$ cat src/rtl/asrv32_mem_arbiter.sv
// asrv32_mem_arbiter: shares one memory stb/ack port between the fetch and
// data ports of the core. Data wins conflicts unless fetch has been passed
// over STARVE_LIMIT times in a row. A WAIT timeout returns an error ack.
module asrv32_mem_arbiter #(
  parameter int STARVE_LIMIT   = 2,
  parameter int TIMEOUT_CYCLES = 16
) (
  input  logic        i_clk,
  input  logic        i_rst,
  // instruction fetch side
  input  logic        i_inst_stb,
  input  logic [31:0] i_inst_addr,
  output logic        o_inst_ack,
  output logic [31:0] o_inst_rdata,
  output logic        o_inst_err,
  // data side
  input  logic        i_data_stb,
  input  logic [31:0] i_data_addr,
  input  logic [31:0] i_data_wdata,
  input  logic        i_data_wr_en,
  input  logic [3:0]  i_data_wr_mask,
  output logic        o_data_ack,
  output logic [31:0] o_data_rdata,
  output logic        o_data_err,
  // memory side
  output logic        o_mem_stb,
  output logic [31:0] o_mem_addr,
  output logic [31:0] o_mem_wdata,
  output logic        o_mem_wr_en,
  output logic [3:0]  o_mem_wr_mask,
  input  logic        i_mem_ack,
  input  logic [31:0] i_mem_rdata,
  output logic        o_busy
);

  typedef enum logic [1:0] {S_IDLE, S_ISSUE, S_WAIT, S_RESP} state_t;

  localparam int SW = $clog2(STARVE_LIMIT + 1);
  localparam int TW = $clog2(TIMEOUT_CYCLES + 1);
  localparam logic [SW-1:0] SLIM  = SW'(STARVE_LIMIT);
  localparam logic [TW-1:0] TLAST = TW'(TIMEOUT_CYCLES - 1);

  state_t          r_state, w_next;
  logic [SW-1:0]   r_starve;
  logic [TW-1:0]   r_to_cnt;
  logic            r_win_inst;
  logic            r_err;
  logic [31:0]     r_mem_addr, r_mem_wdata, r_inst_rdata, r_data_rdata;
  logic            r_mem_wr_en;
  logic [3:0]      r_mem_wr_mask;

  logic w_any_req, w_grant_inst, w_got_ack, w_timeout, w_to_resp;

  assign w_any_req    = i_inst_stb | i_data_stb;
  // fetch wins when alone, or when it has been starved long enough
  assign w_grant_inst = i_inst_stb & (~i_data_stb | (r_starve >= SLIM));
  assign w_got_ack    = (r_state == S_WAIT) & i_mem_ack;
  assign w_timeout    = (r_state == S_WAIT) & ~i_mem_ack & (r_to_cnt == TLAST);
  assign w_to_resp    = w_got_ack | w_timeout;

  // state register
  always_ff @(posedge i_clk) begin
    if (i_rst) r_state <= S_IDLE;
    else       r_state <= w_next;
  end

  // next-state logic; RESP always returns to IDLE so no grant overlaps an ack
  always_comb begin
    w_next = r_state;
    case (r_state)
      S_IDLE:  if (w_any_req) w_next = S_ISSUE;
      S_ISSUE: w_next = S_WAIT;
      S_WAIT:  if (w_to_resp) w_next = S_RESP;
      S_RESP:  w_next = S_IDLE;
      default: w_next = S_IDLE;
    endcase
  end

  // grant capture, starvation/timeout counters and response capture
  always_ff @(posedge i_clk) begin
    if (i_rst) begin
      r_starve      <= '0;
      r_to_cnt      <= '0;
      r_win_inst    <= 1'b0;
      r_err         <= 1'b0;
      r_mem_addr    <= '0;
      r_mem_wdata   <= '0;
      r_mem_wr_en   <= 1'b0;
      r_mem_wr_mask <= '0;
      r_inst_rdata  <= '0;
      r_data_rdata  <= '0;
    end else begin
      if (r_state == S_IDLE && w_any_req) begin
        r_win_inst <= w_grant_inst;
        r_to_cnt   <= '0;
        if (w_grant_inst) begin
          r_starve      <= '0;
          r_mem_addr    <= i_inst_addr;
          r_mem_wdata   <= '0;
          r_mem_wr_en   <= 1'b0;
          r_mem_wr_mask <= '0;
        end else begin
          if (i_inst_stb && r_starve != SLIM) r_starve <= r_starve + 1'b1;
          r_mem_addr    <= i_data_addr;
          r_mem_wdata   <= i_data_wdata;
          r_mem_wr_en   <= i_data_wr_en;
          r_mem_wr_mask <= i_data_wr_mask;
        end
      end
      if (r_state == S_WAIT && !w_to_resp) r_to_cnt <= r_to_cnt + 1'b1;
      if (w_to_resp) begin
        // a timed-out access returns zero data; stores always return zero
        r_err <= ~i_mem_ack;
        if (r_win_inst) r_inst_rdata <= i_mem_ack ? i_mem_rdata : 32'h0;
        else            r_data_rdata <= (i_mem_ack && !r_mem_wr_en) ? i_mem_rdata : 32'h0;
      end
    end
  end

  assign o_mem_stb     = (r_state == S_ISSUE);
  assign o_mem_addr    = r_mem_addr;
  assign o_mem_wdata   = r_mem_wdata;
  assign o_mem_wr_en   = r_mem_wr_en;
  assign o_mem_wr_mask = r_mem_wr_mask;
  assign o_busy        = (r_state != S_IDLE);

  assign o_inst_ack    = (r_state == S_RESP) &  r_win_inst;
  assign o_data_ack    = (r_state == S_RESP) & ~r_win_inst;
  assign o_inst_err    = o_inst_ack & r_err;
  assign o_data_err    = o_data_ack & r_err;
  assign o_inst_rdata  = r_inst_rdata;
  assign o_data_rdata  = r_data_rdata;

endmodule

$ cat config.mk
export PLATFORM = sky130hd
export DESIGN_NAME = asrv32_mem_arbiter
export DESIGN_NICKNAME = d
export VERILOG_FILES = /design/src/rtl/asrv32_mem_arbiter.sv
export SDC_FILE = /design/constraint.sdc
export NUM_CORES = 1
export LEC_CHECK = 0
export CAP_MARGIN = 20
export CORE_MARGIN = 5
export CORE_UTILIZATION = 45
export DETAILED_ROUTE_END_ITERATION = 7
export HOLD_SLACK_MARGIN = 0.08
export PLACE_DENSITY = 0.95
export REMOVE_ABC_BUFFERS = 1
export SETUP_SLACK_MARGIN = 0.1
export SYNTH_ARGS = -nofsm -noshare
export SYNTH_HDL_FRONTEND = slang
export SYNTH_SLANG_ARGS = --single-unit
export TNS_END_PERCENT = 50
$ cat constraint.sdc
create_clock -name i_clk -period 3.73 [get_ports i_clk]
set_input_delay 0.746 -clock i_clk [delete_from_list [all_inputs] [get_ports i_clk]]
set_output_delay 0.746 -clock i_clk [all_outputs]
set_load 0.02 [all_outputs]
* Yosys cells after proc, flatten, opt, wreduce, memory -nomap -nowiden *
Cells that the tools add are included.

storage, ports and cells
  flip-flop bits (word level) = 144
  output and inout bits = 139

operators by class
  add/subtract/negate cells = 2
  order comparisons = 1
  eq/ne operators = 7
  muxes and demuxes = 13
  bitwise gates (word level) = 14
  reduce and logical (&&, ||, !) cells = 14

operators by type and width
  kind                 number
  $mux 32              4
  $mux 5               2
  $and 1x1->1          8
  $mux 2               4
  $pmux 2 s4           1
  $reduce_and 2->1     4
  $ne 2x2->1 const B   3
  $reduce_bool 2->1    3
  $add 5x1->5 const B  1
  $eq 5x4->1 const B   1
  $eq 2x2->1 const B   2
  $logic_and 1x1->1    4
  $mux 4               1
  $not 1->1            3
  $or 1x1->1           3
  $add 2x1->2 const B  1
  $eq 2x1->1 const B   1
  $ge 2x2->1 const B   1
  $logic_not 1->1      2
  $logic_not 2->1      1
  $mux 1               1

* Longest topological paths before layout *
Gate-level depths: netlist of the first run.

  word-level depth = 7
  mapped depth = 7
  mapped depth without buffers = 6

* Worst setup path before layout of the first run *
No wires, ideal clock.

  path type = register to output
  start = register r_state[0]
  end = output port o_data_err
  arrival = 1.178 ns
  data required time = 2.984 ns
  setup slack = 1.806 ns
  stages on the path, launching flop included = 4
  buffers on the path = 0
  cell sequence = dfxtp_1 ha_1 nor2b_1 and2_1

on the way
  word-level cells in the longest chain between the ends = 3

ends and longest elaborated chain
  item                    line  RTL
  start, declared         43    state_t r_state, w_next;
  start signal, assigned  64    else r_state <= w_next;
  $eq 2x2->1              128   assign o_data_ack = (r_state == S_RESP) & ~r_win_inst;
  $and 1x1->1             128
  named net o_data_ack    22    output logic o_data_ack,
  $and 1x1->1             130   assign o_data_err = o_data_ack & r_err;
  end, declared           24    output logic o_data_err,

The timed path passes the listed nets, and every way through them passes these cells.

* Final worst setup path of the first run *
  start = register r_state[0]
  end = output port o_busy

on the way
  word-level cells in the longest chain between the ends = 1

ends and longest elaborated chain
  item               line  RTL
  $reduce_bool 2->1  125   assign o_busy = (r_state != S_IDLE);
  end, declared      33    output logic o_busy

No other way between the ends.

==> results of run 1 <==
per-layer routing:
| layer | part of all wire | track usage | wire length [um] |
|---|---|---|---|
| met3 | 0.13 | 0.0940 | 2640 |
| met1 | 0.37 | 0.304 | 7840 |
| met2 | 0.46 | 0.404 | 9630 |
| met4 | 0.041 | 0.123 | 850 |
| met5 | 0 | 0 | 0 |
registers in the layout, summed over array words and instances, names as in the netlist:
signal,flops
r_win_inst,1
o_mem_wr_en,1
r_err,1
o_mem_wr_mask,4
o_mem_wdata,32
r_starve,2
o_mem_addr,32
r_to_cnt,5
r_state,2
o_inst_rdata,32
o_data_rdata,32
critical path, cell delays in order (launching register included):
cell and delay (ns):
dfxtp_1 0.38, inv_1 0.10, ha_1 0.32, inv_1 0.10, clkdlybuf4s50_1 0.63
kinds of logic (layout without fill, tap and decap cells):
family                   count (synthesis)  count (layout)  synth area share
AO/OA/AOI/OAI                          256             256             0.253
adder cells (fa/ha/maj)                  8               8            0.0166
buffers and inverters                   88             328            0.0600
flip-flops                             144             144             0.478
other                                    0               1                 0
AND/OR/NAND/NOR                        227             227             0.193
worst paths after layout:
kind / to / slack (ns) / depth (start not counted)
min: o_inst_rdata[24]$_SDFFE_PP0P_ / 0.45 / 2
max reg2reg: o_mem_addr[13]$_SDFFE_PP0P_ / 1.55 / 5
max: o_busy / 1.03 / 4
min reg2reg: o_inst_rdata[24]$_SDFFE_PP0P_ / 0.45 / 2
cells in the mapped netlist, types with 3 or more instances:
cell        n
dfxtp_1   144
o21ai_0    57
o211ai_1   38
inv_1       6
a21oi_1   111
buf_2      25
nor2_1     33
nand2_1    76
ha_1        8
nand4b_1   32
nand3_1    69
nand2b_1    3
buf_1       6
a311oi_1   34
o21ai_1     9
clkbuf_1   51
through the flow:
| stage | util | hold WS (ns) | instances |
|---|---|---|---|
| floorplan | - | 0.435 | 641 |
| global placement | 0.671 | 0.437 | 1108 |
| detailed placement | 0.671 | 0.443 | 1108 |
| CTS | 0.714 | 0.451 | 1139 |
| global route | 0.714 | 0.463 | 1140 |
| finish | 0.714 | 0.449 | 1140 |
cell usage in the layout, fill, tap and decap left out, types with 2 or more instances in the layout:
cell type        count
or3b_1               2
buf_12               3
clkinv_2             2
clkdlybuf4s50_1    275
inv_1                5
bufinv_16            2
nand4b_1            32
a21oi_1            111
nand3_1             69
o21ai_0             57
clkbuf_16           17
a211oi_1             2
nand2b_1             3
nor2_1              33
clkbuf_1             4
nand2_1             76
clkinvlp_4           3
o211ai_1            38
a311oi_1            34
and3_1               2
and2_1               2
or3_1                2
o21ai_1              7
buf_4               13
ha_1                 8
dfxtp_1            143
layout make-up:
class / count / area, um2
Clock inverter: 9 / 110
Timing Repair Buffer: 291 / 2910
Tap cell: 176 / 220
Inverter: 6 / 22.5
Fill cell: 925 / 3770
Sequential cell: 144 / 2880
Multi-Input combinational cell: 491 / 2820
Clock buffer: 22 / 454
Antenna cell: 1 / 2.50
report_power, final:
part	internal, W	switching, W
Combinational	0.000815	0.00108
Clock	0.000998	0.000644
Sequential	0.00177	0.000128
==> results.toml, run 1 <==
[timing]
hold_violations = 0
finalMaxSlewViolations = 0
tightest_slew_ns = 0.826
fin_skew_ns = 0.00901
worst_slack_ns = 1.03
min_period_ns = 2.70
max_slew_margin = 0.450
setup-violations-final = 0
fin_tns_setup_ns = 0
fin_crit_sh = 0.724
max_freq_ghz = 0.370
rsz0062_at_grt = "no"

[synth]
synth_top_flop_cell = "dfxtp_1"
yosysUniqueCellTypes = 29
yosys_warnings = 0
synth_area_leaders = "dfxtp_1 48%, a21oi_1 9.2%, nand3_1 5.7%"
synthCells = 723
ys_ff_latch = 144
synth_edf_count = 0
avgSynthCellArea_um2 = 8.34
yosys.area.top_type = "dfxtp_1"
synth_area_mm2 = 0.00603
ys_seq_area_frac = 0.478
async_flop_share = 0
synth_top_area_share = 0.478

[routing]
drt_iter0_markers = 527
dr.pass1.iters = 5
drc = 0
wirelength_um = 21000
ant_nets = 0
via_count = 6567
routedWlPerCell_um = 18.4
via_per_inst = 5.76

[critical_path]
critPathCaptureType = "primary output"
critPathArrivalTime_ns = 1.96
startpoint = "r_state[0]$_SDFFE_PP0P_"
start_kind = "register"
crit_type = "reg -> out"
cp.required_ns = 2.98
reg2reg_from = "r_starve[1]$_SDFFE_PP0P_"
cp_max_fo = 6

[place]
place_area_mm2 = 0.00885
numPortBuffers = 276
hpwl_um = 14100
pre_cts_slack_ns = 0.827
gp_congestion = 0.793

[pwr]
pwr_density_cell_mw_per_mm2 = 578
power.leakage_nw = 3.15
irDropWorstVdd_uv = 339
total_power_w = 0.00544

[clocking]
hold_buffers = 0
clock-root-buffer = "clkbuf_16"
cts_setup_buffers = 0
cts_resized = 0
cts_tree = "done"
worstSkewPairLatency_ns = 0.42
cts.sinks = 144
clk_pin_slew_ns = 0.06
cts.path.max_buffers = 2
htree_levels = 4
cts_buffers = 17

[die]
die_x_um = 126
coreArea_mm2 = 0.0132
dieArea_mm2 = 0.0158
ios = 277
rows = 42
die_height_um = 126
start_util = 0.457

[global_route]
overflow = 0
grt_antenna_before_repair = 1
grt_pass1_vias = 6210
grt_max_degree = 87
grt_pass1_wl_um = 32900
track_usage = 0.254

[cells_and_area]
fin_area_mm2 = 0.00942
drive_above_1_share = 0.0540
fin_nets = 1097
areaGrowthSynthToFinish_pct = 56.2

[run]
drv_cap = 0

[worst_hold_path]
hp-class = "reg -> reg"
worstHoldStart = "o_inst_rdata[24]$_SDFFE_PP0P_"

[status]
status = "finished, final reports clean"
(Power assumes the default switching activity.)
==> run 2: changes to the inputs <==
CORE_UTILIZATION = 42   (was 45)
PLACE_DENSITY = 0.93   (was 0.95)
clock period = 2.5 ns   (was 3.73 ns; I/O delays follow)
==> run 2 against run 1 <==
Against the previous run:
- clock-buffer cell count shrank 3
- setup slack lost 0.88 ns
- design area grew 1.7%
- clock power grew 51%
- global-route usage shrank 0.57 points
- worst hold slack gained 0.0016 ns
- critical path depth shrank 1
- sequential power grew 50%
- total power grew 52%
- sequential cell count is the same
- register-to-register slack lost 1.3 ns
- utilization shrank 2.9 points
==> results.toml, run 2 (synthesized netlist as in run 1, its figures left out) <==
[status]
status = "finished, final reports clean"

[die]
dieArea_mm2 = 0.0169
ios = 277
coreArea_mm2 = 0.0140
die_height_um = 130
die_x_um = 130
start_util = 0.431
rows = 43

[pwr]
netSwitchingFraction = 0.348
p_comb_frac = 0.356
irDropWorstVdd_uv = 627
p_switching_w = 0.00288
p_int_w = 0.00539
p_seq_frac = 0.345
pwr-share-clk = 0.300
power.leakage_nw = 3.25
pwr_density_cell_mw_per_mm2 = 863

[run]
drv_cap = 0

[timing]
finalMaxSlewViolations = 0
tightest_slew_ns = 0.776
worst_slack_ns = 0.146
fin_skew_ns = 0.00567
rsz0062_at_grt = "yes"
max_slew_margin = 0.481
fin_crit_sh = 0.942
max_freq_ghz = 0.425
hold_violations = 0
setup-violations-final = 0
min_period_ns = 2.35

[worst_hold_path]
hp-class = "reg -> reg"
hold_path_depth = 2
worstHoldStart = "o_mem_wdata[23]$_SDFFE_PP0P_"
holdPathEnd = "o_mem_wdata[23]$_SDFFE_PP0P_"

[global_route]
grt_antenna_before_repair = 0
overflow = 0
grt_pass1_wl_um = 33400
track_usage = 0.248
grt_pass1_vias = 6389
grt_max_degree = 58

[place]
place_area_mm2 = 0.00899
numPortBuffers = 276
hpwl_um = 15000
gp_congestion = 0.822
pre_cts_slack_ns = 0.0668

[critical_path]
worstReg2RegEnd = "o_data_rdata[8]$_SDFFE_PP0P_"
worst_path_largest_cell_delay_ns = 0.63
cp_max_fo = 4
crit_chain = "ha_1 > nor2b_1 > clkdlybuf4s50_1"
crit_type = "reg -> out"
ff2ff_path_depth = 6
timing.reg2reg.setup_slack_ns = 0.24
critPathArrivalTime_ns = 1.85
start_kind = "register"
crit_path_top_delay_cell = "clkdlybuf4s50_1"
reg2reg_from = "r_to_cnt[0]$_SDFFE_PP0P_"
cp.required_ns = 2.00
critPathCaptureType = "primary output"
crit_family = "buffers and inverters"
cp.buffers_inverters = 1

[clocking]
cts_buffers = 17
clock-root-buffer = "clkbuf_16"
cts_tree = "done"
cts.sinks = 144
clk_pin_slew_ns = 0.06
cts.path.max_buffers = 2
htree_levels = 4
worstSkewPairLatency_ns = 0.41
cts_setup_buffers = 0

[routing]
drt_iter0_markers = 637
via_count = 6651
routedWlPerCell_um = 18.9
dr.pass1.iters = 5
wirelength_um = 21800
drc = 0
ant_nets = 0
via_per_inst = 5.77

[cells_and_area]
fin_nets = 1104
drive_above_1_share = 0.0659
final_common_cell = "clkdlybuf4s50_1"
areaGrowthSynthToFinish_pct = 58.9
layout_common_cells = "272 x clkdlybuf4s50_1, 143 x dfxtp_1, 111 x a21oi_1"
fin_area_mm2 = 0.00958
-- run 2: metrics by stage --
step	hold WS [ns]	TNS [ns]	total power [W]	utilization	instances
2_1_floorplan	0.435	-25.14	0.00430	-	641
3_3_place_gp	0.437	0	0.00574	0.642	1119
3_5_place_dp	0.444	0	0.00581	0.642	1119
4_1_cts	0.453	0	0.00832	0.684	1151
5_1_grt	0.472	0	0.00866	0.685	1151
6_report	0.450	0	0.00827	0.685	1152
-- run 2: how the worst max path moves through the flow --
stage / cells after the start / slack (ns) / to / startpoint
finish: 3 / 0.15 / o_data_ack / r_state[0]$_SDFFE_PP0P_
detailed placement: 4 / 0.07 / o_data_rdata[8]$_SDFFE_PP0P_ / i_mem_ack
floorplan: 5 / -0.41 / o_mem_addr[0]$_SDFFE_PP0P_ / r_starve[0]$_SDFFE_PP0P_
CTS: 4 / 0.05 / o_busy / r_state[0]$_SDFFE_PP0P_
global route: 3 / 0.07 / o_data_ack / r_state[0]$_SDFFE_PP0P_
global placement: 4 / 0.16 / o_data_rdata[13]$_SDFFE_PP0P_ / i_mem_ack
-- run 2: power by group through the flow --
stage	clock network [W]	logic (W)	registers, W
after global placement	0	0.00287	0.00287
after detailed placement	0	0.00292	0.00289
final	0.00248	0.00294	0.00285
after floorplan	0	0.00101	0.00329
after global routing	0.00261	0.00316	0.00289
after CTS	0.00252	0.00295	0.00285
-- run 2: per-layer routing --
layer  share of wire  global-route usage  vias to the layer above
met3            0.13              0.0937                       44
met5               0                   0                        -
met1            0.36               0.284                     3109
met2            0.48               0.422                      400
li1                -                   -                     3098
met4           0.026              0.0947                        0
-- run 2: worst reg2reg max path: stages (launching register included) --
cell	delay (ns)
dfxtp_1	0.34
ha_1	0.23
and3_1	0.19
ha_1	0.30
o21ai_4	0.66
o21ai_0	0.25
a21oi_1	0.22
-- run 2: layout make-up --
cell class                 count  area (um2)
clock buffer                  19         453
tap                          180         225
multi-input combinational    491        2830
clock inverter                13         129
timing repair buffer         298        3040
antenna                        1        2.50
sequential                   144        2880
inverter                       6        22.5
fill                        1037        4410
-- run 2: timing repair --
item	in CTS	in global routing
endpoints found under the setup margin	11	4
hold buffers	0	0
cloned	0	0
gates resized for setup	2	3
